## config.mk

```make
export PLATFORM = sky130hd
export DESIGN_NAME = imsic_intp_file
export DESIGN_NICKNAME = d
export VERILOG_FILES = /design/src/rtl/imsic_pkg.sv /design/src/rtl/imsic_prio_chunk.sv /design/src/rtl/imsic_intp_file.sv
export SDC_FILE = /design/constraint.sdc
export NUM_CORES = 1
export LEC_CHECK = 0
export CAP_MARGIN = 20
export CORE_ASPECT_RATIO = 0.8
export CORE_MARGIN = 1.5
export CORE_UTILIZATION = 25
export DETAILED_ROUTE_END_ITERATION = 10
export PLACE_DENSITY_LB_ADDON = 0.2
export SYNTH_ARGS = -nofsm -noshare
export SYNTH_HDL_FRONTEND = slang
export SYNTH_SLANG_ARGS = --single-unit
```

## constraint.sdc

```tcl
create_clock -name i_clk -period 2.31 [get_ports i_clk]
set_input_delay 0.462 -clock i_clk [delete_from_list [all_inputs] [get_ports i_clk]]
set_output_delay 0.462 -clock i_clk [all_outputs]
set_load 0.05 [all_outputs]
```

## src/rtl/imsic_pkg.sv

```systemverilog
`default_nettype none
// ============================================================================
//  Module   : imsic_pkg
//  Purpose  : Shared types and helpers for one IMSIC interrupt file.
//  Revision : 1.0 - initial release
// ============================================================================
package imsic_pkg;

    typedef enum logic [1:0] {
        IDLE    = 2'd0,
        SCAN    = 2'd1,
        PUBLISH = 2'd2
    } scan_state_t;

    // Register array select: 0 = pending bits, 1 = enable bits.
    localparam logic c_sel_eip = 1'b0;
    localparam logic c_sel_eie = 1'b1;
    localparam int   c_reg_w   = 32;

    function automatic int id_width(input int n);
        return (n > 1) ? $clog2(n) : 1;
    endfunction

endpackage
`default_nettype wire

```

## src/rtl/imsic_prio_chunk.sv

```systemverilog
`default_nettype none
// ============================================================================
//  Module   : imsic_prio_chunk
//  Purpose  : Find-first-set over one scan chunk (lowest set bit wins).
//  Revision : 1.0 - initial release
// ============================================================================
module imsic_prio_chunk
    import imsic_pkg::*;
#(
    parameter int WIDTH = 32,
    parameter int OFF_W = id_width(WIDTH)
) (
    input  logic [WIDTH-1:0] i_vec,
    output logic             o_hit,
    output logic [OFF_W-1:0] o_off
);

    always_comb begin
        o_hit = |i_vec;
        o_off = '0;
        for (int i = WIDTH - 1; i >= 0; i--) begin
            if (i_vec[i]) o_off = OFF_W'(i);
        end
    end

endmodule
`default_nettype wire

```

## src/rtl/imsic_intp_file.sv

```systemverilog
`default_nettype none
// ============================================================================
//  Module   : imsic_intp_file
//  Purpose  : IMSIC interrupt file: eip/eie arrays, multi-cycle top-id scanner.
//             Optional IMSIC_THRESHOLD_EN adds the i_eithreshold port.
//  Revision : 1.0 - initial release
// ============================================================================
module imsic_intp_file
    import imsic_pkg::*;
#(
    parameter int NR_SRC     = 64,
    parameter int NR_SRC_LEN = 32,
    parameter int SCAN_CHUNK = 32,
    parameter int ID_W       = id_width(NR_SRC),
    parameter int IDX_W      = id_width(NR_SRC / c_reg_w)
) (
    input  logic                  i_clk,
    input  logic                  ni_rst,
    input  logic [NR_SRC_LEN-1:0] i_setipnum,
    input  logic                  i_setipnum_we,
    input  logic                  i_reg_we,
    input  logic                  i_reg_re,
    input  logic                  i_reg_sel,
    input  logic [IDX_W-1:0]      i_reg_idx,
    input  logic [31:0]           i_reg_wdata,
    output logic [31:0]           o_reg_rdata,
    input  logic                  i_eidelivery,
`ifdef IMSIC_THRESHOLD_EN
    input  logic [ID_W-1:0]       i_eithreshold,
`endif
    input  logic                  i_claim,
    output logic [ID_W-1:0]       o_topei,
    output logic                  o_irq
);

    localparam int NR_CHUNK = NR_SRC / SCAN_CHUNK;
    localparam int CHUNK_W  = id_width(NR_CHUNK);
    localparam int OFF_W    = id_width(SCAN_CHUNK);

    logic [NR_SRC-1:0]     r_eip, r_eie, w_eip_nxt, w_eie_nxt;
    logic [31:0]           r_reg_rdata;
    scan_state_t           r_state;
    logic [CHUNK_W-1:0]    r_chunk;
    logic                  r_restart, r_best_hit;
    logic [ID_W-1:0]       r_best_id, r_topei, w_hit_id;
    logic [SCAN_CHUNK-1:0] w_cand;
    logic                  w_hit, w_set_ok, w_dirty, w_thr_dirty;
    logic [OFF_W-1:0]      w_off;
    int                    w_word_lsb, w_chunk_lsb;

    assign w_word_lsb = int'(i_reg_idx) * c_reg_w;
    assign w_set_ok   = i_setipnum_we && (i_setipnum != '0) &&
                        (i_setipnum < NR_SRC_LEN'(NR_SRC));

    // Applied lowest to highest priority: word write, claim clear, setipnum set.
    always_comb begin
        w_eip_nxt = r_eip;
        w_eie_nxt = r_eie;
        if (i_reg_we) begin
            if (i_reg_sel == c_sel_eip) w_eip_nxt[w_word_lsb +: c_reg_w] = i_reg_wdata;
            else                        w_eie_nxt[w_word_lsb +: c_reg_w] = i_reg_wdata;
        end
        if (i_claim && (r_topei != '0)) w_eip_nxt[r_topei] = 1'b0;
        if (w_set_ok) w_eip_nxt[i_setipnum[ID_W-1:0]] = 1'b1;
        w_eip_nxt[0] = 1'b0;
        w_eie_nxt[0] = 1'b0;
    end

    always_ff @(posedge i_clk or negedge ni_rst) begin
        if (!ni_rst) begin
            r_eip       <= '0;
            r_eie       <= '0;
            r_reg_rdata <= '0;
        end else begin
            r_eip <= w_eip_nxt;
            r_eie <= w_eie_nxt;
            if (i_reg_re) begin
                r_reg_rdata <= (i_reg_sel == c_sel_eie) ? r_eie[w_word_lsb +: c_reg_w]
                                                        : r_eip[w_word_lsb +: c_reg_w];
            end
        end
    end

`ifdef IMSIC_THRESHOLD_EN
    logic [ID_W-1:0] r_thr_q;

    always_ff @(posedge i_clk or negedge ni_rst) begin
        if (!ni_rst) r_thr_q <= '0;
        else         r_thr_q <= i_eithreshold;
    end

    assign w_thr_dirty = (i_eithreshold != r_thr_q);

    always_comb begin
        w_chunk_lsb = int'(r_chunk) * SCAN_CHUNK;
        w_cand      = r_eip[w_chunk_lsb +: SCAN_CHUNK] & r_eie[w_chunk_lsb +: SCAN_CHUNK];
        for (int j = 0; j < SCAN_CHUNK; j++) begin
            if ((i_eithreshold != '0) && ((w_chunk_lsb + j) >= int'(i_eithreshold)))
                w_cand[j] = 1'b0;
        end
    end
`else
    assign w_thr_dirty = 1'b0;

    always_comb begin
        w_chunk_lsb = int'(r_chunk) * SCAN_CHUNK;
        w_cand      = r_eip[w_chunk_lsb +: SCAN_CHUNK] & r_eie[w_chunk_lsb +: SCAN_CHUNK];
    end
`endif

    assign w_dirty = i_setipnum_we | i_reg_we | i_claim | w_thr_dirty;

    imsic_prio_chunk #(
        .WIDTH (SCAN_CHUNK),
        .OFF_W (OFF_W)
    ) u_prio_chunk (
        .i_vec (w_cand),
        .o_hit (w_hit),
        .o_off (w_off)
    );

    assign w_hit_id = ID_W'(w_chunk_lsb + int'(w_off));

    // r_restart comes out of reset set so the first scan runs unprompted.
    always_ff @(posedge i_clk or negedge ni_rst) begin
        if (!ni_rst) begin
            r_state    <= IDLE;
            r_chunk    <= '0;
            r_restart  <= 1'b1;
            r_best_hit <= 1'b0;
            r_best_id  <= '0;
            r_topei    <= '0;
        end else begin
            case (r_state)
                IDLE: begin
                    if (w_dirty || r_restart) begin
                        r_state    <= SCAN;
                        r_chunk    <= '0;
                        r_restart  <= 1'b0;
                        r_best_hit <= 1'b0;
                    end
                end
                SCAN: begin
                    if (w_dirty) r_restart <= 1'b1;
                    if (w_hit && !r_best_hit) begin
                        r_best_hit <= 1'b1;
                        r_best_id  <= w_hit_id;
                    end
                    if (r_chunk == CHUNK_W'(NR_CHUNK - 1)) begin
                        r_chunk <= '0;
                        r_state <= PUBLISH;
                    end else begin
                        r_chunk <= r_chunk + CHUNK_W'(1);
                    end
                end
                PUBLISH: begin
                    r_topei <= r_best_hit ? r_best_id : '0;
                    if (w_dirty || r_restart) begin
                        r_state    <= SCAN;
                        r_chunk    <= '0;
                        r_restart  <= 1'b0;
                        r_best_hit <= 1'b0;
                    end else begin
                        r_state <= IDLE;
                    end
                end
                default: r_state <= IDLE;
            endcase
        end
    end

    assign o_topei     = r_topei;
    assign o_reg_rdata = r_reg_rdata;
    assign o_irq       = (r_topei != '0) && i_eidelivery;

endmodule
`default_nettype wire

```

==> results of run 1 <==
## sequential cells by signal (all words and copies together) (netlist names)
| register | cells |
|---|---|
| r_eie | 63 |
| o_topei | 6 |
| r_chunk | 1 |
| r_restart | 1 |
| r_state | 2 |
| o_reg_rdata | 32 |
| r_best_hit | 1 |
| r_eip | 63 |
| r_best_id | 6 |
## logic make-up after synthesis
group / after synthesis / share of synthesized area
AO/OA/AOI/OAI: 194 / 0.1439
buffers and inverters: 63 / 0.03094
flip-flops: 175 / 0.4858
multiplexers: 127 / 0.1970
AND/OR/NAND/NOR: 261 / 0.1424
## path summary, 6_finish.rpt
kind	startpoint	to	slack [ps]
min in group i_clk	i_reg_idx	o_reg_rdata[0]	500
min reg2reg	o_reg_rdata[27]	o_reg_rdata[27]	500
min	ni_rst	r_chunk	500
max	r_chunk	r_best_id[1]	-140
max reg2reg	r_chunk	r_best_id[1]	-140
max in group asynchronous	ni_rst	r_eip[27]	1120
## layout by cell type, fill, tap and decap left out, types with 4 or more instances in the layout
cell type and count:
a21oi_1 6, a31oi_1 4, and3_1 5, buf_12 20, buf_4 95, buf_6 6, clkbuf_16 20, clkdlybuf4s50_1 103
dfrtp_1 173, inv_1 6, inv_6 4, inv_8 5, mux2_2 94, mux4_2 31, nand2_1 57, nand3_1 31
nand3b_1 8, nand4_1 5, nor2_1 99, nor2b_1 6, nor3_1 7, nor4_1 7, o21a_1 10, o21ai_0 15
o21ai_1 9, o21ai_2 9, o22ai_1 101, o32ai_1 13, or3b_2 5
## report_power, final
part / leakage (nW) / total [W] / internal (W) / switching, W
clock: 0.281 / 0.00288 / 0.00144 / 0.00144
combinational: 2.62 / 0.00650 / 0.00310 / 0.00340
sequential: 2.02 / 0.00461 / 0.00387 / 0.000739
## worst max-delay path, stage by stage, from the launching register on
cell,delay [ps]
dfrtp_2,500
buf_12,180
and3_4,150
a31oi_4,170
nor4b_4,310
nand4_4,160
o41ai_4,420
buf_4,190
mux2i_1,170
a31oi_1,50
## through the flow
stage               utilization  setup TNS (ps)
global placement         0.3208           -2376
finish                   0.3501          -368.1
CTS                      0.3422          -152.8
floorplan                     -               0
detailed placement       0.3208           -6894
global route             0.3501          -605.0
## layer usage
layer | share of wire | vias up | GRT usage
met1 | 0.49 | 3973 | 0.2707
met5 | 0 | - | 0
met2 | 0.44 | 262 | 0.2753
met3 | 0.057 | 37 | 0.03588
li1 | - | 3515 | -
met4 | 0.017 | 0 | 0.05245
## what timing repair did
item,4_1_cts,5_1_grt
endpoints found under the hold margin,34,0
hold buffers,1,0
setup buffers,8,12
gates cloned,1,4
setup endpoints to repair,7,7
pin swaps,11,19
resized for setup,26,36
## cell type report
class | count | area [µm²] | area share
clock buffers | 17 | 425.4 | 0.03405
well taps | 480 | 600.6 | 0.04807
flip-flops and latches | 175 | 4382 | 0.3507
multi-input cells | 582 | 4558 | 0.3648
repair buffers | 233 | 2349 | 0.1880
inverters | 8 | 32.53 | 0.002604
clock inverters | 15 | 146.4 | 0.01172
==> flow_summary.json, run 1 <==
{
  "drt-initial-drc-count": 579,
  "flow.area_growth_from_synthesis_pct": 38.55,
  "synthCells": 820,
  "global_route.usage.total": 0.1846,
  "postSynth.topFlopCell": "dfrtp_1",
  "firstDrtPassIters": 5,
  "routed_wirelength_um": 34370,
  "insertedDiodeCount": 0,
  "hold_violation_count_in_the_final_report": 0,
  "critical_path.endpoint_type": "register",
  "detail_route.vias_per_cell": 5.157,
  "post-route-period-util": 1.060,
  "synth.yosys.seq_area_share": 0.4858,
  "relSlewSlack": 0.5779,
  "post-route-drc-count": 0,
  "dieArea_um2": 37230,
  "finalWorstSetupSlack_ps": -137.7,
  "post_synth.cell_area_avg_um2": 11.00,
  "cts_made_buffers": 17,
  "grt_antenna_before_repair": 0,
  "leakage_nw": 4.925,
  "netlist_top_cells_count": "dfrtp_1 (174), nor2_1 (101), o22ai_1 (101), mux2_2 (94), nand2_1 (58)",
  "setup_violations": 4,
  "power.ir.vdd_worst_mv": 0.5967,
  "synth.top_cell.area_share": 0.4829,
  "detailroute.via_count": 7787,
  "syn-cell-area_um2": 9017,
  "max-clock-path-buffers": 2,
  "boundaryPins": 112,
  "overflow": 0,
  "worst_ep_required_time_ps": 2630,
  "cts_tree": "yes",
  "timing.fmax_mhz": 408.5,
  "clock_skew_ps": 13.94,
  "ant_nets": 0,
  "placementRows": 62,
  "grt_first_pass_wirelength_um": 51570,
  "input_output_buffers": 111,
  "design_power_total_w": 0.01399,
  "post-synth-top-count-cell": "dfrtp_1",
  "worstMarginPinSlew_ps": 626.5,
  "grt_setup_unrepaired": "yes",
  "fp.coreArea_um2": 35680,
  "htreeDepth": 4,
  "synth_seq_cells": 175,
  "design.final.nets": 1090,
  "place.gp.congestion": 0.8090,
  "synth_warnings": 0,
  "run_status": "finished with violations",
  "synth_edf_count": 0,
  "path_clk_slew_ps": 70,
  "setup.worst_path.class": "reg2reg",
  "post_detail_place_hpwl_um": 23600,
  "finalNonFillerCells": 1510,
  "placed_area_um2": 11450,
  "finalMaxSlewViolations": 0,
  "insertion_delay_ps": 450,
  "pwr_density_cell_nw_per_um2": 1120,
  "final_layout_size_suffix_gt1_frac": 0.3320,
  "first_global_vias": 7959,
  "place.detailed.instances": 1455,
  "synth_top_cells_by_area": "dfrtp_1 (48%), mux2_2 (12%), mux4_2 (7.7%)",
  "clockRootBuffer": "clkbuf_16",
  "timing.hold.ws_ps": 498.4,
  "fillerInstances": 3630,
  "fin_crit_ps": 2448,
  "mappedNetlistNets": 893,
  "die_width_um": 215.3,
  "clock_sink_count": 175,
  "synth_largest_area_cell": "dfrtp_1",
  "r2r_cells": 9,
  "maxCapViolations": 0,
  "floorplan.initialDensity": 0.2527,
  "dp_slack_ps": -256.0,
  "worst_hold_path_type": "in2async",
  "fin_area_um2": 12490,
  "synth.distinct_cells": 60,
  "fp.dieH_um": 172.9,
  "cp-start-kind": "register",
  "maximum_number_of_pins_on_one_net_before_global_route_repair": 59,
  "route.detailed.wl_per_inst_um": 22.76,
  "synth-async-reset-ratio": 1.000,
  "timing.critical_path.fanout_max": 6,
  "cp_data_arrival_time_ps": 2770,
  "failed_checks": "negative setup slack"
}
Note: power is estimated with default switching activity, not from simulation.
==> run 2: changes to the inputs <==
CTS_CLUSTER_SIZE = 10   (was not set)
SKIP_CTS_REPAIR_TIMING = 1   (was not set)
==> flow_summary.json, run 2 (synthesis gave the netlist of run 1 again) <==
{
  "firstDrtPassIters": 4,
  "power.ir.vdd_worst_mv": 0.5626,
  "ant_nets": 0,
  "critical_path.endpoint_type": "register",
  "overflow": 0,
  "clock_skew_ps": 12.53,
  "post-route-period-util": 1.043,
  "relSlewSlack": 0.6028,
  "regArea_um2": 4382,
  "worstMarginPinSlew_ps": 589.5,
  "hold_violation_count_in_the_final_report": 0,
  "post_detail_place_hpwl_um": 23600,
  "final_layout_size_suffix_gt1_frac": 0.3005,
  "design_power_total_w": 0.01332,
  "clockRootBuffer": "clkbuf_16",
  "drt-initial-drc-count": 589,
  "die_width_um": 215.3,
  "grt_antenna_before_repair": 0,
  "first_global_vias": 7918,
  "floorplan.initialDensity": 0.2527,
  "cp_data_arrival_time_ps": 2740,
  "max-clock-path-buffers": 2,
  "global_route.usage.total": 0.1824,
  "fp.dieH_um": 172.9,
  "grt_setup_unrepaired": "yes",
  "fillerInstances": 3643,
  "dp_slack_ps": -256.0,
  "path_clk_slew_ps": 70,
  "place.gp.congestion": 0.8090,
  "post-route-drc-count": 0,
  "htreeDepth": 4,
  "cts_tree": "yes",
  "clock_sink_count": 175,
  "timing.fmax_mhz": 415.1,
  "worst_ep_required_time_ps": 2640,
  "pwr_density_cell_nw_per_um2": 1096,
  "worst_hold_path_type": "in2async",
  "maximum_number_of_pins_on_one_net_before_global_route_repair": 59,
  "routed_wirelength_um": 33560,
  "finalMaxSlewViolations": 0,
  "detailroute.via_count": 7754,
  "grt_first_pass_wirelength_um": 51030,
  "leakage_nw": 4.813,
  "cts_made_buffers": 17,
  "layout.cells.most_common_list": "dfrtp_1 (173), clkdlybuf4s50_1 (103), nor2_1 (101), o22ai_1 (101), mux2_2 (94)",
  "maxCapViolations": 0,
  "insertedDiodeCount": 0,
  "fin_crit_ps": 2409,
  "setup.worst_path.class": "reg2reg",
  "layout.cells.most_common": "dfrtp_1",
  "multi_input_comb_area_um2": 4423,
  "flow.area_growth_from_synthesis_pct": 34.84,
  "detail_route.vias_per_cell": 5.187,
  "setup_violations": 5,
  "boundaryPins": 112,
  "route.detailed.wl_per_inst_um": 22.45,
  "dieArea_um2": 37230,
  "failed_checks": "negative setup slack",
  "timing.hold.ws_ps": 499.8,
  "input_output_buffers": 111,
  "insertion_delay_ps": 450,
  "final_core_util": 0.3407,
  "run_status": "finished with violations",
  "fp.coreArea_um2": 35680,
  "cp-start-kind": "register",
  "design.final.nets": 1075,
  "finalWorstSetupSlack_ps": -98.93,
  "timing.critical_path.fanout_max": 10,
  "placementRows": 62
}
==> run 2: changes by cell type in the layout (fill, tap and decap cells not counted), sizes merged <==
cell          change
buf              -12
dlymetal6s2s      +1
clkbuf            -3
dlygate4sd2       -1
==> run 2: stage by stage <==
step           cell area (µm²)  cells  TNS (ps)
3_3_place_gp             11450   1455     -2376
6_report                 12160   1495    -341.1
5_1_grt                  12160   1495    -925.2
3_5_place_dp             11450   1455     -6894
2_1_floorplan             9017    820         0
4_1_cts                  12020   1487    -563.9
==> run 2: where the power goes <==
part | switching, W | internal (W)
sequential | 0.000701 | 0.00387
clock | 0.00144 | 0.00144
combinational | 0.00316 | 0.00271
==> run 2: layer usage <==
metal	wire, µm	GRT usage	part of all wire
met1	16280	0.2667	0.49
met2	14780	0.2733	0.44
met3	1893	0.03430	0.056
met4	604	0.05274	0.018
met5	0	0	0
==> run 2: final timing paths <==
path | slack (ps) | startpoint | end | cells after the start
setup / recovery | -100 | r_chunk | r_best_id[0] | 9
hold / removal | 500 | ni_rst | r_chunk | 2
setup reg to reg | -100 | r_chunk | r_best_id[0] | 9
hold reg to reg | 500 | r_best_id[5] | r_best_id[5] | 2
max in group asynchronous | 1120 | ni_rst | r_eip[27] | 3
min in group i_clk | 500 | r_best_id[5] | r_best_id[5] | 2
==> run 2: worst max-delay path, stage by stage (launching register included) <==
cell     delay [ps]
dfrtp_2         420
buf_12          160
buf_12          150
and3_4          150
a31oi_2         200
nor2b_4         190
nand4_1         220
o41ai_4         480
inv_1           110
a31o_2          220
==> run 2: final cells by class <==
| class | instances | area share |
|---|---|---|
| sequential | 175 | 0.3604 |
| multi-input combinational | 582 | 0.3638 |
| clock inverter | 15 | 0.01204 |
| timing repair buffer | 218 | 0.1770 |
| clock buffer | 17 | 0.03499 |
| inverter | 8 | 0.002470 |
| tap | 480 | 0.04939 |
